`src/rtl/pipeline_hazard_sequencer.sv`:
```
// Pipeline hazard sequencer: load-use stalls, EX-stage redirects, and drain/halt control.
// Optional performance counters are built when PIPELINE_PERF_COUNTERS_EN is defined.
module pipeline_hazard_sequencer (
   input  logic        clock,
   input  logic        reset,
   input  logic        want_stall,
   input  logic        ex_branch,
   input  logic        ex_taken,
   input  logic        ex_jal,
   input  logic        ex_jalr,
   input  logic        halt_req,
   input  logic        resume_req,
   output logic        pc_write_enable,
   output logic        no_stall,
   output logic        inject_bubble,
   output logic        flush_id,
   output logic        halted,
   output logic [1:0]  next_pc_select,
   output logic [31:0] cycle_count,
   output logic [31:0] stall_count,
   output logic [31:0] flush_count
);

   typedef enum logic [2:0] {
      RUN        = 3'd0,
      LOAD_STALL = 3'd1,
      REDIRECT   = 3'd2,
      DRAIN      = 3'd3,
      HALT       = 3'd4
   } state_e;

   state_e     state_q, state_d;
   logic [1:0] drain_q, drain_d;
   logic       redirect;

   assign redirect = (ex_branch & ex_taken) | ex_jal | ex_jalr;

   always_ff @(posedge clock or negedge reset) begin
      if (!reset) begin
         state_q <= RUN;
         drain_q <= 2'd0;
      end else begin
         state_q <= state_d;
         drain_q <= drain_d;
      end
   end

   always_comb begin
      state_d = state_q;
      drain_d = drain_q;
      case (state_q)
         RUN: begin
            if (redirect) begin
               state_d = REDIRECT;
            end else if (want_stall) begin
               state_d = LOAD_STALL;
            end else if (halt_req) begin
               state_d = DRAIN;
               drain_d = 2'd3;
            end
         end
         LOAD_STALL: state_d = redirect ? REDIRECT : RUN;
         REDIRECT:   state_d = RUN;
         DRAIN: begin
            // Leave on the cycle the counter reaches zero, giving three drain cycles.
            if (drain_q <= 2'd1) begin
               state_d = HALT;
               drain_d = 2'd0;
            end else begin
               drain_d = drain_q - 2'd1;
            end
         end
         HALT: begin
            if (resume_req) state_d = RUN;
         end
         default: begin
            state_d = RUN;
            drain_d = 2'd0;
         end
      endcase
   end

   always_comb begin
      pc_write_enable = 1'b1;
      no_stall        = 1'b1;
      inject_bubble   = 1'b0;
      flush_id        = 1'b0;
      halted          = 1'b0;
      next_pc_select  = 2'd0;
      if (!reset) begin
         pc_write_enable = 1'b0;
         no_stall        = 1'b0;
         inject_bubble   = 1'b1;
      end else begin
         case (state_q)
            RUN, LOAD_STALL: begin
               if (redirect) begin
                  inject_bubble  = 1'b1;
                  flush_id       = 1'b1;
                  next_pc_select = ex_jalr ? 2'd2 : 2'd1;
               end else if (state_q == RUN && want_stall) begin
                  pc_write_enable = 1'b0;
                  no_stall        = 1'b0;
                  inject_bubble   = 1'b1;
               end else if (state_q == RUN && halt_req) begin
                  pc_write_enable = 1'b0;
                  inject_bubble   = 1'b1;
               end
            end
            REDIRECT: begin
               inject_bubble = 1'b1;
               flush_id      = 1'b1;
            end
            DRAIN: begin
               pc_write_enable = 1'b0;
               no_stall        = 1'b0;
               inject_bubble   = 1'b1;
            end
            HALT: begin
               pc_write_enable = 1'b0;
               no_stall        = 1'b0;
               inject_bubble   = 1'b1;
               halted          = 1'b1;
            end
            default: begin
               pc_write_enable = 1'b0;
               no_stall        = 1'b0;
               inject_bubble   = 1'b1;
            end
         endcase
      end
   end

`ifdef PIPELINE_PERF_COUNTERS_EN
   logic [31:0] cycle_q, cycle_d;
   logic [31:0] stall_q, stall_d;
   logic [31:0] flush_q, flush_d;

   // Saturating counters; they hold at all-ones rather than wrapping.
   always_comb begin
      cycle_d = (cycle_q != 32'hFFFF_FFFF) ? cycle_q + 32'd1 : cycle_q;
      stall_d = (!no_stall && stall_q != 32'hFFFF_FFFF) ? stall_q + 32'd1 : stall_q;
      flush_d = (flush_id && flush_q != 32'hFFFF_FFFF) ? flush_q + 32'd1 : flush_q;
   end

   always_ff @(posedge clock or negedge reset) begin
      if (!reset) begin
         cycle_q <= 32'd0;
         stall_q <= 32'd0;
         flush_q <= 32'd0;
      end else begin
         cycle_q <= cycle_d;
         stall_q <= stall_d;
         flush_q <= flush_d;
      end
   end

   assign cycle_count = cycle_q;
   assign stall_count = stall_q;
   assign flush_count = flush_q;
`else
   assign cycle_count = 32'd0;
   assign stall_count = 32'd0;
   assign flush_count = 32'd0;
`endif

endmodule

```
`config.mk`:
```
export PLATFORM = sky130hd
export DESIGN_NAME = pipeline_hazard_sequencer
export DESIGN_NICKNAME = d
export VERILOG_FILES = /design/src/rtl/pipeline_hazard_sequencer.sv
export SDC_FILE = /design/constraint.sdc
export NUM_CORES = 1
export LEC_CHECK = 0
export BUFFER_PORTS_ARGS = -buffer_cell sky130_fd_sc_hd__buf_2
export CELL_PAD_IN_SITES_DETAIL_PLACEMENT = 1
export CELL_PAD_IN_SITES_GLOBAL_PLACEMENT = 1
export CORE_MARGIN = 10
export CORE_UTILIZATION = 22
export DETAILED_ROUTE_END_ITERATION = 7
export GPL_TIMING_DRIVEN = 0
export PLACE_DENSITY_LB_ADDON = 0.1
export SYNTH_ARGS = -nofsm -noshare
export SYNTH_HDL_FRONTEND = slang
export SYNTH_SLANG_ARGS = --single-unit
```
`constraint.sdc`:
```
create_clock -name clock -period 1.4 [get_ports clock]
set_input_delay 0.14 -clock clock [delete_from_list [all_inputs] [get_ports clock]]
set_output_delay 0.14 -clock clock [all_outputs]
set_load 0.02 [all_outputs]
```
After elaboration in Yosys (flattened, before gate mapping)

Index checks and enable logic that the tools add are counted.

Add/sub/neg operators: 1
$mul: 0
Div/mod/pow operators: 0
Magnitude comparators: 1
Equality and inequality tests: 10
Shifts and indexed selects: 0
Multiplexer cells: 35
Bitwise operators: 4
Reductions and logical operators: 7

Operators with widths:

| kind                                                                  | number |
|---|---|
| 2-bit two-way mux                                                     | 9 |
| 1-bit two-way mux                                                     | 16 |
| 3-bit two-way mux                                                     | 5 |
| 3-bit one-hot mux with 4 select lines                                 | 1 |
| 2-bit inequality test, second input constant                          | 5 |
| 3-bit by 2-bit == test with 1-bit output, second input constant       | 2 |
| 1-bit one-hot mux with 2 select lines                                 | 3 |
| 2-bit one-hot mux with 3 select lines                                 | 1 |
| 4-bit inequality test, second input constant                          | 1 |
| 4-bit AND reduction                                                   | 1 |
| 3-bit by 1-bit == test with 1-bit output, second input constant       | 1 |
| 3-bit == test, second input constant                                  | 1 |
| 3-bit zero test                                                       | 1 |
| 3-bit AND reduction                                                   | 1 |
| 3-bit OR reduction                                                    | 1 |
| 2-bit by 1-bit <= comparator with 1-bit output, second input constant | 1 |
| 1-bit logical AND                                                     | 2 |
| 1-bit OR                                                              | 2 |
| 2-bit OR reduction                                                    | 1 |
| 2-bit by 1-bit subtractor with 2-bit output, second input constant    | 1 |
| 1-bit AND                                                             | 1 |
| 1-bit inverter                                                        | 1 |

Flip-flop bits (word level): 5
Bits in latches: 0
Memory bits (writable): 0
Memory bits (read-only): 0
Bits of input ports: 9
Output and inout bits: 103
Logic and storage cells: 60
Memories: 0

Longest topological paths before layout

Depth in word-level cells: 7
Gate-level depth with buffers: 4
Depth with buffers taken out: 3

Worst setup path before layout

Ideal clock, no wire load.

Path kind: reg2out
Start point: register state_q[2]
End point: output next_pc_select[0]
Data arrival time: 1.309 ns
Required time: 1.260 ns
Path slack: -0.049 ns
Cell stages (with the launch flop): 4
Path buffers: 1
Path through: dfrtp_1 > buf_6 > nor3b_1 > nor3b_1

Longest elaborated chain between the ends: 4
Elaborated cells on any way between the ends: 5
Classes of those cells: eq/ne: 1; mux: 2; reduce/logical: 2

Ends and longest elaborated chain:

| what                                                                        | RTL line | text |
|---|---|---|
| from (decl)                                                                 | 32       | `state_e state_q, state_d;` |
| from (signal assigned)                                                      | 43       | `state_q <= state_d;` |
| 3-bit by 1-bit == test with 1-bit output or 3-bit zero test (tied branches) | 95       | `case (state_q)` |
| 2-bit OR reduction (*)                                                      | 95       |  |
| 2-bit two-way mux (*)                                                       | 95       |  |
| 2-bit two-way mux (*)                                                       | 90       | `if (!reset) begin` |
| to (decl)                                                                   | 18       | `output logic [1:0] next_pc_select,` |

Every way passes the cells marked *; elsewhere a longest branch is shown, timed or not.

Final worst setup path

Start point: register state_q[1]
End point: output pc_write_enable

Longest elaborated chain between the ends: 7
Elaborated cells on any way between the ends: 11
Classes of those cells: eq/ne: 2; mux: 5; reduce/logical: 4

Ends and longest elaborated chain:

| what                                      | RTL line     | text |
|---|---|---|
| 3-bit zero test                           | 95, 101, 105 |  |
| 1-bit logical AND                         | 105          | `end else if (state_q == RUN && halt_req) begin` |
| 1-bit two-way mux                         | 105          |  |
| 1-bit two-way mux                         | 101          | `end else if (state_q == RUN && want_stall) begin` |
| 1-bit two-way mux                         | 97           | `if (redirect) begin` |
| 1-bit one-hot mux with 2 select lines (*) | 95           |  |
| 1-bit two-way mux (*)                     | 90           |  |
| to (decl)                                 | 13           | `output logic pc_write_enable,` |

Marked as above.

==> reports/results.tsv <==
metric	value	unit
Worst Setup Start Kind	register	
first-pass GRT wire length	5092	µm
Site Rows	25	
number of global-route vias before repair	1052	
wire length per cell	10.21	µm
share of layout cells above drive strength 1	50.97	%
Leakage	0.001126	µW
largest net degree at the start of global routing	9	
status	complete, but fails checks	
area leader, netlist	buf_4	
DRC	0	
failing checks	setup timing	
number of synthesized flops with an enable pin	0	
Worst setup endpoint	pc_write_enable	
FF-to-FF setup slack	0.14	ns
final instance area	1760	µm²
Ports	112	
pwr dens	831.1	nW/µm²
antenna-violating nets left	0	
Synth Flop Type	dfrtp_1	
initial antenna violation count	0	
die area	8096	µm²
die height	89.98	µm
vias per std cell	2.957	
fin crit period	1.453	ns
fraction of registers with async set/reset	100.0	%
Clock Path Buffers	2	
max cap viols	0	
CP Capture Type	output pin	
Max IR drop VDD	0.3225	mV
Achievable Freq	0.6884	GHz
GPL Wtd Cong	0.6729	
core area	4723	µm²
syn avg cell area	7.863	µm²
Vias	964	
clock sinks	5	
crit path from	state_q[1]	
Horiz. Die Dim	89.98	µm
HP Class	primary input to register	
synthesized area	1077	µm²
latest clock arrival within the worst-skew pair	0.22	ns
final core utilization	37.27	%
CTS root buf	clkbuf_8	
Seq cells post-synth	5	
Ant. Diodes	0	
final hold vios	0	
Ys Warns	0	
RSZ-0062 raised after global routing	yes	
R2R cell count	5	
GR Overflow Total	0	
reg2reg end	drain_q[1]	
Post-Place Cell Area	1598	µm²
Worst Hold Slack	0.09627	ns
CTS tree	built	
Setup CP Type	register to output pin	
WP data required	1.26	ns
port bufs	15	
final setup margin	-0.05271	ns
DRT Pass-1 Iters	4	
dpl hpwl	3013	µm
share of the synthesized area in the top cell type	66.90	%
Total Routed Length	3327	µm
worst flop-to-flop path startpoint	state_q[1]	
total CTS buffers	3	
Setup Viol. Count Final	4	
fin nets	269	
top cells by area, synth	buf_4 67%, dfrtp_1 12%, a21oi_1 2.3%, buf_6 2.1%, nor3b_1 2.1%	
Worst-path clk slew	0.04	ns
Setup Skew	0.001098	ns
Non-Filler Instances	326	
Seq/Total Area, Yosys	11.61	%
# H-tree levels	1	
gate count of the mapped netlist	137	
Initial Util	22.81	%
initial DRC count	12	
setup TNS	-0.1214	ns
dpl cells	314	
Period Utilization, post-route	103.8	%
Syn-to-layout area delta	63.41	%
Tot GR Track Use	7.559	%
CP arrival	1.31	ns
number of library cell types mapped by synthesis	25	
Final Max Tran Viols	0	
CP max FO	5	
-- timing repair --
| action | CTS | global route |
|---|---|---|
| setup endpoints to repair | 7 | 9 |
| hold buffers | 1 | 0 |
| pin swaps | 2 | 2 |
| gates resized for setup | 11 | 4 |
| cloned | 0 | 0 |
| hold endpoints to repair | 5 | 0 |
| buffers inserted | 8 | 0 |
-- stage by stage --
step / setup WS [ns] / power (µW)
final: -0.05271 / 1463
after global routing: -0.1409 / 1581
after CTS: -0.05299 / 1433
after detailed placement: 0.04423 / 1014
after global placement: 0.03057 / 1010
after floorplan: 0.1428 / 906.2
-- metal layers --
layer | wire, µm | track usage [%] | part of all wire, %
met5 | 0 | 0 | 0
met4 | 0 | 2.785 | 0
met1 | 1111 | 6.449 | 33
met3 | 458 | 4.156 | 14
met2 | 1757 | 14.35 | 53
-- synthesized netlist by cell type (all sizes together) (2+ instances only) --
master	count
nand3b	2
buf	98
dfrtp	5
nor3b	3
nor2	2
nand3	2
inv	3
nand2	2
a21oi	6
-- report_power, final --
| part | leakage (µW) | internal, µW | switching [µW] |
|---|---|---|---|
| Clock | 0.0000228 | 195 | 70.1 |
| Sequential | 0.0000628 | 196 | 46.8 |
| Combinational | 0.00104 | 427 | 528 |
-- critical path, stage by stage, from the launching register on --
cell and delay (ns):
dfrtp_1 0.36, buf_6 0.14, nor3_4 0.17, nand3b_1 0.11
nor2b_1 0.15, buf_4 0.15
-- worst min-delay path by stage --
| stage | from | end | slack, ns | cells past startpoint |
|---|---|---|---|---|
| 6_report | resume_req | state_q[2] | 0.1 | 2 |
| 5_1_grt | resume_req | state_q[2] | 0.12 | 2 |
| 4_1_cts | resume_req | state_q[2] | 0.09 | 2 |
| 3_5_place_dp | reset | state_q[0] | -0.008 | 1 |
| 3_3_place_gp | reset | state_q[0] | -0.01 | 1 |
| 2_1_floorplan | reset | drain_q[0] | -0.16 | 0 |
-- layout make-up --
| class | instances | area [µm²] |
|---|---|---|
| buffer | 98 | 743.2 |
| clock buffer | 4 | 45.04 |
| fill | 641 | 2963 |
| inverter | 3 | 11.26 |
| multi-input combinational | 126 | 596.8 |
| sequential | 5 | 126.4 |
| tap | 67 | 83.83 |
| timing repair buffer | 23 | 153.9 |
-- cell families after synthesis --
kind of cell	Yosys count	share of synthesized area, %
compound gates	14	8.712
buf+inv	101	70.03
flops	5	11.61
other cells	1	0.3481
simple gates	16	9.293
-- sequential cells by signal, indices dropped and copies added, names as in the netlist --
register / flops
state_q: 3
drain_q: 2
-- placed cells by master, fill, tap and decap left out, drive strengths merged --
master       synthesis  routed
buf                 98     120
conb                 1      96
a21oi                6       6
dfrtp                5       5
clkbuf               0       4
inv                  3       3
nor3b                3       3
nor2                 2       2
nand3b               2       2
nand3                2       2
nand2                2       2
a211oi               1       1
o211ai               1       1
nor3                 1       1
a31oi                1       1
nor2b                1       1
and2                 1       1
and3                 1       1
a221oi               1       1
or3b                 1       1
a21o                 1       1
o21ai                1       1
o311ai               1       1
o32ai                1       1
dlygate4sd3          0       1
Power figures use the tool's default switching activity.
